### src/rtl/mrd_fsmsink.sv
// Input-side write controller of the mixed-radix DFT memory: takes one
// sop/eop framed stream of dftpts samples and spreads it over 7 RAM banks.
module mrd_fsmsink #(
  parameter int DW = 18,
  parameter int AW = 12
) (
  input  logic          clk,
  input  logic          rst,
  input  logic [2:0]    fsm,
  input  logic [AW-1:0] dftpts,
  input  logic          in_sop,
  input  logic          in_eop,
  input  logic          in_valid,
  input  logic [DW-1:0] in_real,
  input  logic [DW-1:0] in_imag,
  output logic [6:0]    wren,
  output logic [AW-1:0] bank_addr,
  output logic [DW-1:0] wr_real,
  output logic [DW-1:0] wr_imag,
  output logic [AW-1:0] cnt_sink,
  output logic          sink_end,
  output logic          sink_err
);

  localparam logic [2:0] FSM_SINK = 3'd1;

  typedef enum logic [1:0] {IDLE, ARMED, RECV, DONE} state_t;

  state_t        state;
  logic [AW-1:0] n_lat;
  logic [2:0]    bidx;
  logic [AW-1:0] baddr;

  logic          sop_take;
  logic          accept;
  logic [AW-1:0] cur_idx;
  logic [AW-1:0] cur_n;
  logic [2:0]    cur_bidx;
  logic [AW-1:0] cur_baddr;
  logic          is_last;
  logic          short_eop;
  logic [2:0]    nxt_bidx;
  logic [AW-1:0] nxt_baddr;

  // A sop sample always restarts at point 0 with a freshly latched length,
  // so its eop flag is ignored and it can never be a short frame.
  always_comb begin
    sop_take  = in_valid && in_sop && (state == ARMED || state == RECV);
    accept    = sop_take || (in_valid && state == RECV);
    cur_idx   = sop_take ? '0 : cnt_sink;
    cur_n     = sop_take ? dftpts : n_lat;
    cur_bidx  = sop_take ? '0 : bidx;
    cur_baddr = sop_take ? '0 : baddr;
    is_last   = (cur_idx == cur_n - AW'(1));
    short_eop = in_eop && !sop_take && !is_last;
    nxt_bidx  = (cur_bidx == 3'd6) ? '0 : cur_bidx + 3'd1;
    nxt_baddr = (cur_bidx == 3'd6) ? cur_baddr + AW'(1) : cur_baddr;
  end

  always_ff @(posedge clk) begin
    if (rst) begin
      state     <= IDLE;
      n_lat     <= '0;
      bidx      <= '0;
      baddr     <= '0;
      wren      <= '0;
      bank_addr <= '0;
      wr_real   <= '0;
      wr_imag   <= '0;
      cnt_sink  <= '0;
      sink_end  <= 1'b0;
      sink_err  <= 1'b0;
    end else begin
      wren     <= '0;
      sink_end <= 1'b0;
      sink_err <= 1'b0;

      if (accept) begin
        wren      <= 7'b1000000 >> cur_bidx;
        bank_addr <= cur_baddr;
        wr_real   <= in_real;
        wr_imag   <= in_imag;
      end

      // Leaving Sink still commits an accepted sample but drops all pulses.
      if (fsm != FSM_SINK) begin
        state    <= IDLE;
        cnt_sink <= '0;
        bidx     <= '0;
        baddr    <= '0;
      end else begin
        case (state)
          IDLE: state <= ARMED;
          ARMED, RECV: begin
            if (accept) begin
              n_lat <= cur_n;
              if (is_last) begin
                state    <= DONE;
                cnt_sink <= cur_n;
                sink_end <= 1'b1;
                sink_err <= !in_eop;
              end else if (short_eop) begin
                state    <= ARMED;
                cnt_sink <= '0;
                bidx     <= '0;
                baddr    <= '0;
                sink_err <= 1'b1;
              end else begin
                state    <= RECV;
                cnt_sink <= cur_idx + AW'(1);
                bidx     <= nxt_bidx;
                baddr    <= nxt_baddr;
                sink_err <= sop_take && (state == RECV);
              end
            end
          end
          DONE: state <= DONE;
          default: state <= IDLE;
        endcase
      end
    end
  end

endmodule
### config.mk
export PLATFORM = sky130hd
export DESIGN_NAME = mrd_fsmsink
export DESIGN_NICKNAME = d
export VERILOG_FILES = /design/src/rtl/mrd_fsmsink.sv
export SDC_FILE = /design/constraint.sdc
export NUM_CORES = 1
export LEC_CHECK = 0
export CORE_AREA = 2 2 104 106
export CTS_CLUSTER_DIAMETER = 100
export DETAILED_ROUTE_END_ITERATION = 12
export DIE_AREA = 0 0 106 108
export PLACE_DENSITY_LB_ADDON = 0.25
export RECOVER_POWER = 50
export SYNTH_ARGS = -nofsm -noshare
export SYNTH_HDL_FRONTEND = slang
export SYNTH_SLANG_ARGS = --single-unit
### constraint.sdc
create_clock -name clk -period 4.4 [get_ports clk]
set_input_delay 0.66 -clock clk [delete_from_list [all_inputs] [get_ports clk]]
set_output_delay 0.66 -clock clk [all_outputs]
set_load 0.05 [all_outputs]
==> flow_summary.ini, run 1 <==
[outcome]
status = completed

[detailed_routing]
wl_um = 14330
via_per_inst = 5.768
wl_per_cell_um = 16.25
drtAntennaViolNets = 0
dr.pass1.iters = 5
drt-initial-drc-count = 414
dr_total_vias = 5087
post-route-drc-count = 0

[worst_setup_path]
cp.depth = 12
reg2reg_to = bidx[2]$_SDFFE_PP0P_
cp.required_ns = 4.64
ff2ff_setup_slack_ns = 0.76
crit_type = in -> reg
crit_arrival_ns = 3.97
crit_family = compound AO/OA/AOI/OAI gates
cp-endpoint = bidx[2]$_SDFFE_PP0P_
critPathSlowestCell = dlygate4sd3_1
slowest_delay_ns = 0.58
timing.rr.start = state[1]$_SDFFE_PP0P_
startpoint = in_valid
cp_max_fo = 13
cp_cell_sequence = dlygate4sd3_1, and3_4, mux2i_1, ha_1, nor4b_4, xnor2_1, a31o_1, a221oi_4, nor2_2, and4_1, o311ai_2, o41ai_1
critPathBufInv = 1
endpoint_kind = register
r2r_cells = 11
cp-start-kind = primary input

[synthesis]
synth-simple-area-share_pct = 28.82
synthAdderAreaFrac_pct = 1.478
synth_xor_area_share_pct = 3.794
synth_cell_type_count = 65
syn_area_per_cell_um2 = 7.923
synth_seq_cells = 98
syn_area_mm2 = 0.005079
synth_compound_area_share_pct = 19.07
yosysWarnings = 0
synth_top_family_by_area = simple AND/OR/NAND/NOR gates
syn_nets = 703
synth_flop_cell = dfxtp_1
async_flop_share_pct = 0
synth_edf_count = 0
muxShareOfSynthArea_pct = 3.227
yosysSeqAreaShare_pct = 38.63
syn_inst = 641

[global_route]
first_global_vias = 5021
grt-ovfl-total = 0
grt_max_degree = 40
antenna_found_initial = 0
grtUsageTotal_pct = 25.66
grt_pass1_wl_um = 23880

[finish]
drive_gt1_share_pct = 7.909
mostFrequentLayoutCells = 152 x nand2_1, 98 x dfxtp_1, 79 x a21oi_1
post-route-util_pct = 63.74
fin_nets = 803
area_growth_pct = 28.41
final_common_cell = nand2_1
insertedDiodeCount = 0

[power]
vdd_drop_max_v = 0.0001696
leakagePower_nw = 2.337
p_per_area_mw_per_mm2 = 239.6

[clock_tree]
clk_path_buf_depth = 2
clk_pin_slew_ns = 0.10
clk_latency_ns = 0.37
htree_levels = 3
cts_num_sinks = 98
cts-root-buf = clkbuf_8
post_cts_buffers = 0
hold_buffers = 0
cts_resized = 0
cts_tree = built
numCtsBuffers = 9

[sta]
fin_tns_setup_ns = 0
layout_setup_ws_ns = 0.6737
finalSetupViolCount = 0
clock_skew_ns = 0.01628
rsz0062_at_grt = false
max_slew.worst_pin.slew_ns = 0.9237
min_period_over_period_pct = 84.69
fmax_mhz = 268.4
drv_slew = 0
hold_viol = 0
slew_headroom_pct = 38.19
finalCriticalPeriod_ns = 3.726

[min_path]
hold_class = reg -> reg
min_from = wr_imag[12]$_SDFFE_PP0N_

[floorplanning]
start_util_pct = 49.64
rows = 37
die_y_um = 108
die_x_um = 106
dieArea_mm2 = 0.01145
io_pins = 125
core_area_mm2 = 0.01023

[placement]
gp_congestion = 0.8616
dp_slack_ns = 0.3824
io_buffers = 124
hpwl_um = 10210

[run]
maxCapViolCount = 0
==> metrics by stage <==
| stage | hold slack (ns) | power [mW] | cell area, µm² | cells |
|---|---|---|---|---|
| final | 0.4491 | 1.562 | 6521 | 882 |
| after global routing | 0.4737 | 1.617 | 6521 | 882 |
| after CTS | 0.4547 | 1.576 | 6530 | 882 |
| after detailed placement | 0.4447 | 1.032 | 6351 | 866 |
| after global placement | 0.4367 | 1.031 | 6351 | 866 |
| after floorplan | 0.4406 | 0.9619 | 5079 | 641 |
==> area by class of cell <==
cell class | instances | area [µm²]
clock buffers | 11 | 141.4
clock inverters | 5 | 37.54
fillers | 919 | 3710
inverters | 7 | 26.28
multi-input cells | 489 | 2861
flip-flops and latches | 98 | 1962
well taps | 136 | 170.2
repair buffers | 136 | 1323
==> power breakdown <==
part	switching, mW	internal [mW]	leakage [nW]
sequential	0.00142	0.889	0.789
clock	0.325	0.226	0.0916
combinational	0.0617	0.0593	1.46
total	0.388	1.17	2.34
==> sequential cells by signal, indices dropped and copies added, names as in the netlist <==
signal	cells
wr_imag	18
wr_real	18
baddr	12
bank_addr	12
cnt_sink	12
n_lat	12
wren	7
bidx	3
state	2
sink_end	1
sink_err	1
==> Yosys cell counts, types with 4 or more instances <==
library cell / number / area share, %
mux2i_1: 7 / 1.4
ha_1: 6 / 1.5
nand3_1: 30 / 3.0
o31ai_1: 5 / 0.74
xor2_1: 8 / 1.4
nor3_1: 9 / 0.89
nand2b_1: 9 / 1.1
xnor2_1: 14 / 2.4
and3_1: 7 / 0.86
mux2_2: 5 / 1.1
a31o_2: 4 / 0.69
nand4_1: 13 / 1.6
nand2_1: 152 / 11
inv_1: 7 / 0.52
dfxtp_1: 98 / 39
clkbuf_1: 30 / 2.2
a31oi_1: 11 / 1.4
buf_6: 4 / 0.89
o311ai_2: 5 / 1.6
buf_2: 5 / 0.49
or3_1: 6 / 0.74
a21oi_1: 79 / 7.8
buf_1: 5 / 0.37
nor4_1: 10 / 1.2
nor2_1: 28 / 2.1
nand3b_1: 5 / 0.74
and2_1: 4 / 0.49
o21ai_0: 20 / 2.0
==> worst reg2reg max path, cell delays in order (launching register included) <==
cell,delay (ns)
dfxtp_1,0.40
inv_1,0.06
ha_1,0.31
clkbuf_1,0.29
nand3_1,0.49
or3_1,0.50
a22oi_2,0.14
mux2i_1,0.39
nor2_2,0.10
and4_1,0.33
o311ai_2,0.38
o41ai_1,0.14
==> per-layer routing <==
layer | track usage [%] | wire, µm
met1 | 30.85 | 5859
met2 | 44.01 | 6994
met3 | 5.787 | 1203
met4 | 11.65 | 275
met5 | 0 | 0
==> cells by family (layout without fill, tap and decap cells) <==
logic type | Yosys count | count (layout)
AND/OR/NAND/NOR | 296 | 296
flip-flops | 98 | 98
adder cells (fa/ha/maj) | 6 | 6
multiplexers | 14 | 14
XOR/XNOR | 22 | 22
buffers and inverters | 54 | 159
AO/OA/AOI/OAI | 151 | 151
==> how the worst min path moves through the flow <==
stage / to / slack [ns] / cells past startpoint
2_1_floorplan: bank_addr[1]$_SDFFE_PP0N_ / 0.44 / 2
3_3_place_gp: wr_real[1]$_SDFFE_PP0N_ / 0.44 / 2
3_5_place_dp: wr_imag[12]$_SDFFE_PP0N_ / 0.44 / 2
4_1_cts: wr_imag[12]$_SDFFE_PP0N_ / 0.45 / 2
5_1_grt: wr_real[5]$_SDFFE_PP0N_ / 0.47 / 2
6_report: wr_imag[12]$_SDFFE_PP0N_ / 0.45 / 2
No activity file was read; power rests on OpenSTA's default activity.
==> inputs of run 2 (changes only) <==
--- a/config.mk
+++ b/config.mk
@@ -5,10 +5,10 @@
 export SDC_FILE = /design/constraint.sdc
 export NUM_CORES = 1
 export LEC_CHECK = 0
-export CORE_AREA = 2 2 104 106
+export CORE_AREA = 2 2 110 112
 export CTS_CLUSTER_DIAMETER = 100
 export DETAILED_ROUTE_END_ITERATION = 12
-export DIE_AREA = 0 0 106 108
+export DIE_AREA = 0 0 112 114
 export PLACE_DENSITY_LB_ADDON = 0.25
 export RECOVER_POWER = 50
 export SYNTH_ARGS = -nofsm -noshare
==> constraint.sdc (replaced) <==
create_clock -name clk -period 3.11 [get_ports clk]
set_input_delay 0.4665 -clock clk [delete_from_list [all_inputs] [get_ports clk]]
set_output_delay 0.4665 -clock clk [all_outputs]
set_load 0.05 [all_outputs]
==> run 2 against run 1 <==
Effect of this change: the flow now finishes with violations (setup timing); register-to-register slack got worse by 0.91 ns; sequential share of layout area decreased by 3.0 points; clock skew shrank 0.0085 ns; clock power increased by 92%; wire length grew 7.7%; via count rose by 3.9%; design area up 11%; highest routed layer unchanged.
==> flow_summary.ini, run 2 (synthesis results as in run 1) <==
[sta]
layout_setup_ws_ns = -0.1490
slew_headroom_pct = 49.73
min_period_over_period_pct = 104.8
fin_tns_setup_ns = -0.9080
fmax_mhz = 306.8
hold_viol = 0
max_slew.worst_pin.slew_ns = 0.7541
timing.hold.ws_ns = 0.4499
clock_skew_ns = 0.007815
finalCriticalPeriod_ns = 3.259
drv_slew = 0
rsz0062_at_grt = true
finalSetupViolCount = 14

[finish]
multi_input_area_mm2 = 0.003104
fin_nets = 851
final_cells = 941
area_growth_pct = 42.89
post-route-util_pct = 61.97
mostFrequentLayoutCells = 151 x nand2_1, 123 x clkdlybuf4s50_1, 96 x dfxtp_1
fin_area_mm2 = 0.007257
ff_latch_area_mm2 = 0.001964
drive_gt1_share_pct = 16.62
insertedDiodeCount = 0
n_fill_cell = 1059
final_common_cell = nand2_1
top_regs = wr_imag (18), wr_real (18)

[worst_setup_path]
cp_max_fo = 11
crit_type = reg -> reg
cp.required_ns = 3.36
crit_arrival_ns = 3.51
cp-start-kind = register
endpoint_kind = register

[placement]
hpwl_um = 11160
gp_congestion = 0.8988
dp.cells = 919
post_dp_cell_area_mm2 = 0.006733
io_buffers = 124

[clock_tree]
clk_pin_slew_ns = 0.07
hold_buffers = 0
cts_tree = built
numCtsBuffers = 9
cts-root-buf = clkbuf_16
cts_num_sinks = 98
htree_levels = 3
clk_latency_ns = 0.36
clk_path_buf_depth = 2

[detailed_routing]
drtAntennaViolNets = 0
via_per_inst = 5.616
drt-initial-drc-count = 387
post-route-drc-count = 0
dr.pass1.iters = 6
wl_um = 15440
wl_per_cell_um = 16.41
dr_total_vias = 5285

[power]
p_per_area_mw_per_mm2 = 347.6
leakagePower_nw = 2.466
vdd_drop_max_v = 0.0002778

[global_route]
first_global_vias = 5046
grt_max_degree = 50
grtUsageTotal_pct = 24.11
grt-ovfl-total = 0
antenna_found_initial = 0
grt_pass1_wl_um = 25070

[floorplanning]
die_y_um = 114
core_area_mm2 = 0.01171
rows = 40
start_util_pct = 43.37
die_x_um = 112
io_pins = 125
dieArea_mm2 = 0.01277

[outcome]
status = complete, but fails checks
violations = setup timing

[run]
maxCapViolCount = 0

[min_path]
hold_class = reg -> reg
[run 2: final timing paths]
kind | to | start | depth (start not counted) | slack [ns]
max | baddr[4]$_SDFFE_PP0P_ | state[0]$_SDFFE_PP0P_ | 14 | -0.15
min | wr_real[12]$_SDFFE_PP0N_ | wr_real[12]$_SDFFE_PP0N_ | 2 | 0.45
max reg2reg | baddr[4]$_SDFFE_PP0P_ | state[0]$_SDFFE_PP0P_ | 14 | -0.15
min reg2reg | wr_real[12]$_SDFFE_PP0N_ | wr_real[12]$_SDFFE_PP0N_ | 2 | 0.45
[run 2: layout make-up]
cell class / count / area share [%]
Clock buffer: 11 / 3.345
Clock inverter: 5 / 0.5172
Inverter: 7 / 0.3621
Multi-Input combinational cell: 489 / 42.78
Sequential cell: 98 / 27.07
Tap cell: 147 / 2.534
Timing Repair Buffer: 184 / 23.40
[run 2: per-layer routing]
metal | GRT usage [%] | up-vias | routed length (µm)
li1 | - | 2556 | -
met1 | 30.21 | 2471 | 6459
met2 | 39.03 | 223 | 7232
met3 | 6.854 | 35 | 1345
met4 | 10.49 | 0 | 399
met5 | 0 | - | 0
[run 2: repair_timing]
item / in CTS / in global routing
pin swaps: 11 / 11
endpoints found under the setup margin: 29 / 30
buffers inserted: 1 / 5
resized for setup: 17 / 22
[run 2: through the flow]
step,setup slack (ns),power (mW)
final,-0.1490,2.523
after floorplan,-0.3319,1.363
after global routing,-0.3357,2.615
after detailed placement,-0.4490,1.477
after CTS,-0.08400,2.546
after global placement,-0.3714,1.474
[run 2: critical path, stage by stage (launching register included)]
cell,delay (ns)
dfxtp_2,0.34
inv_2,0.05
ha_4,0.27
and3_4,0.25
mux2i_4,0.29
ha_4,0.16
nor4b_4,0.24
and4bb_1,0.23
a31o_1,0.14
a221oi_4,0.08
buf_4,0.16
nor4b_4,0.29
and3_4,0.35
nor4_2,0.05
a31o_2,0.24
[run 2: report_power, final]
group,switching [mW],internal (mW)
registers,0.00230,1.26
clock network,0.495,0.569
logic,0.0991,0.0992
total,0.596,1.93
==> inputs of run 3 (changes only) <==
--- a/config.mk
+++ b/config.mk
@@ -9,8 +9,10 @@
 export CTS_CLUSTER_DIAMETER = 100
 export DETAILED_ROUTE_END_ITERATION = 12
 export DIE_AREA = 0 0 112 114
+export GPL_ROUTABILITY_DRIVEN = 0
 export PLACE_DENSITY_LB_ADDON = 0.25
 export RECOVER_POWER = 50
+export SLEW_MARGIN = 20
 export SYNTH_ARGS = -nofsm -noshare
 export SYNTH_HDL_FRONTEND = slang
 export SYNTH_SLANG_ARGS = --single-unit
==> run 3 against run 2 <==
Effect of this change: the flow still finishes with violations (setup timing); combinational power barely moved; design area is 1.6% higher; critical path depth unchanged; final cell count increased by 0.32%; hold slack got worse by 0.0035 ns; clock power barely moved; register-to-register slack about the same; clock skew is essentially flat; global-route usage up 0.66 points.
==> flow_summary.ini, run 3 (synthesis results as in run 1) <==
[outcome]
status = complete, but fails checks
violations = setup timing

[worst_setup_path]
ff2ff_setup_slack_ns = -0.15
cp_max_fo = 5
slowest_delay_ns = 0.37
cp-start-kind = register
cp.required_ns = 3.35
cp_cell_sequence = inv_2, ha_4, and3_4, mux2i_2, ha_2, nor4b_4, xnor2_1, a31o_1, a221oi_4, nor4b_4, nand3_4, buf_6, a31oi_1, o31a_1
crit_arrival_ns = 3.50
critPathSlowestCell = a221oi_4
cp_common_cell = nor4b_4
endpoint_kind = register
crit_type = reg -> reg

[sta]
layout_setup_ws_ns = -0.1489
drv_slew = 0
clock_skew_ns = 0.007877
hold_viol = 0
finalCriticalPeriod_ns = 3.259
finalSetupViolCount = 25
slew_headroom_pct = 47.77
rsz0062_at_grt = true
max_slew.worst_pin.slew_ns = 0.7834
fmax_mhz = 306.9
min_period_over_period_pct = 104.8

[detailed_routing]
dr.pass1.iters = 5
dr_total_vias = 5417
drt-initial-drc-count = 449
wl_um = 16130
via_per_inst = 5.738
post-route-drc-count = 0
wl_per_cell_um = 17.09
drtAntennaViolNets = 0

[finish]
final_common_cell = nand2_1
insertedDiodeCount = 0
fin_nets = 854
top_regs = wr_imag (18), wr_real (18)
drive_gt1_share_pct = 18.19
multi_input_area_mm2 = 0.003153
n_fill_cell = 1008
ff_latch_area_mm2 = 0.001964
mostFrequentLayoutCells = 152 x nand2_1, 96 x dfxtp_1, 74 x a21oi_1
area_growth_pct = 45.16
fin_area_mm2 = 0.007372

[floorplanning]
start_util_pct = 43.37
die_y_um = 114
dieArea_mm2 = 0.01277
io_pins = 125
rows = 40
core_area_mm2 = 0.01171
die_x_um = 112

[power]
vdd_drop_max_v = 0.0003086
p_per_area_mw_per_mm2 = 346.0
leakagePower_nw = 2.700
power.total_mw = 2.551

[clock_tree]
cts_tree = built
htree_levels = 3
cts_num_sinks = 98
cts-root-buf = clkbuf_16
clk_pin_slew_ns = 0.07
clk_latency_ns = 0.36
hold_buffers = 0
numCtsBuffers = 9
clk_path_buf_depth = 2

[global_route]
grt_pass1_wl_um = 25640
antenna_found_initial = 0
grt-ovfl-total = 0
grt_max_degree = 50
grtUsageTotal_pct = 24.77
first_global_vias = 5165

[placement]
io_buffers = 124
post_dp_cell_area_mm2 = 0.006755
dp_slack_ns = -0.4825
hpwl_um = 11050

[min_path]
hold_class = reg -> reg

[run]
maxCapViolCount = 0
==> run 3: metrics by stage <==
stage / std cells / utilization, % / hold slack (ns) / TNS (ns)
2_1_floorplan: 641 / - / 0.4406 / -6.645
3_3_place_gp: 917 / 57.68 / 0.4367 / -6.592
3_5_place_dp: 917 / 57.68 / 0.4426 / -11.40
4_1_cts: 940 / 61.60 / 0.4523 / -2.123
5_1_grt: 944 / 62.95 / 0.4668 / -6.608
6_report: 944 / 62.95 / 0.4465 / -2.032
==> run 3: layout make-up <==
class	instances	share of cell area, %
Clock inverter	6	0.6449
Multi-Input combinational cell	491	42.77
Timing Repair Buffer	185	23.85
Sequential cell	98	26.65
Tap cell	147	2.495
Inverter	7	0.3564
Clock buffer	10	3.242
==> run 3: timing repair <==
action	4_1_cts	5_1_grt
pin swaps	22	19
buffers inserted	6	4
hold endpoints to repair	0	0
endpoints found under the setup margin	29	31
gates resized for setup	27	27
gates cloned	1	1
==> run 3: power breakdown <==
| group | internal (mW) | switching, mW | leakage [nW] |
|---|---|---|---|
| sequential | 1.26 | 0.00222 | 0.790 |
| clock | 0.575 | 0.517 | 0.145 |
| combinational | 0.0982 | 0.101 | 1.77 |
==> run 3: path summary, 6_finish.rpt <==
path	start	end	cells after the start
worst min register to register	wr_real[10]$_SDFFE_PP0N_	wr_real[10]$_SDFFE_PP0N_	2
worst max-delay path	state[0]$_SDFFE_PP0P_	state[0]$_SDFFE_PP0P_	14
worst min-delay path	wr_real[10]$_SDFFE_PP0N_	wr_real[10]$_SDFFE_PP0N_	2
worst max register to register	state[0]$_SDFFE_PP0P_	state[0]$_SDFFE_PP0P_	14
==> run 3: metal layers <==
metal | part of all wire (%) | routed length (µm) | global-route usage (%) | up-vias
li1 | - | - | - | 2571
met1 | 41 | 6639 | 30.93 | 2554
met2 | 47 | 7627 | 40.61 | 246
met3 | 9.0 | 1446 | 6.642 | 46
met4 | 2.6 | 420 | 10.65 | 0
met5 | 0 | 0 | 0 | -
==> run 3: critical path, delay by kind of cell, from the launching register on <==
| family | cells | cell delay, ns |
|---|---|---|
| AOI/OAI and AO/OA | 4 | 1.00 |
| xor gates and xnor gates | 1 | 0.11 |
| adders and majority gates | 2 | 0.47 |
| buffers and inverters | 2 | 0.17 |
| DFF | 1 | 0.34 |
| muxes | 1 | 0.27 |
| and+or+nand+nor | 4 | 0.78 |
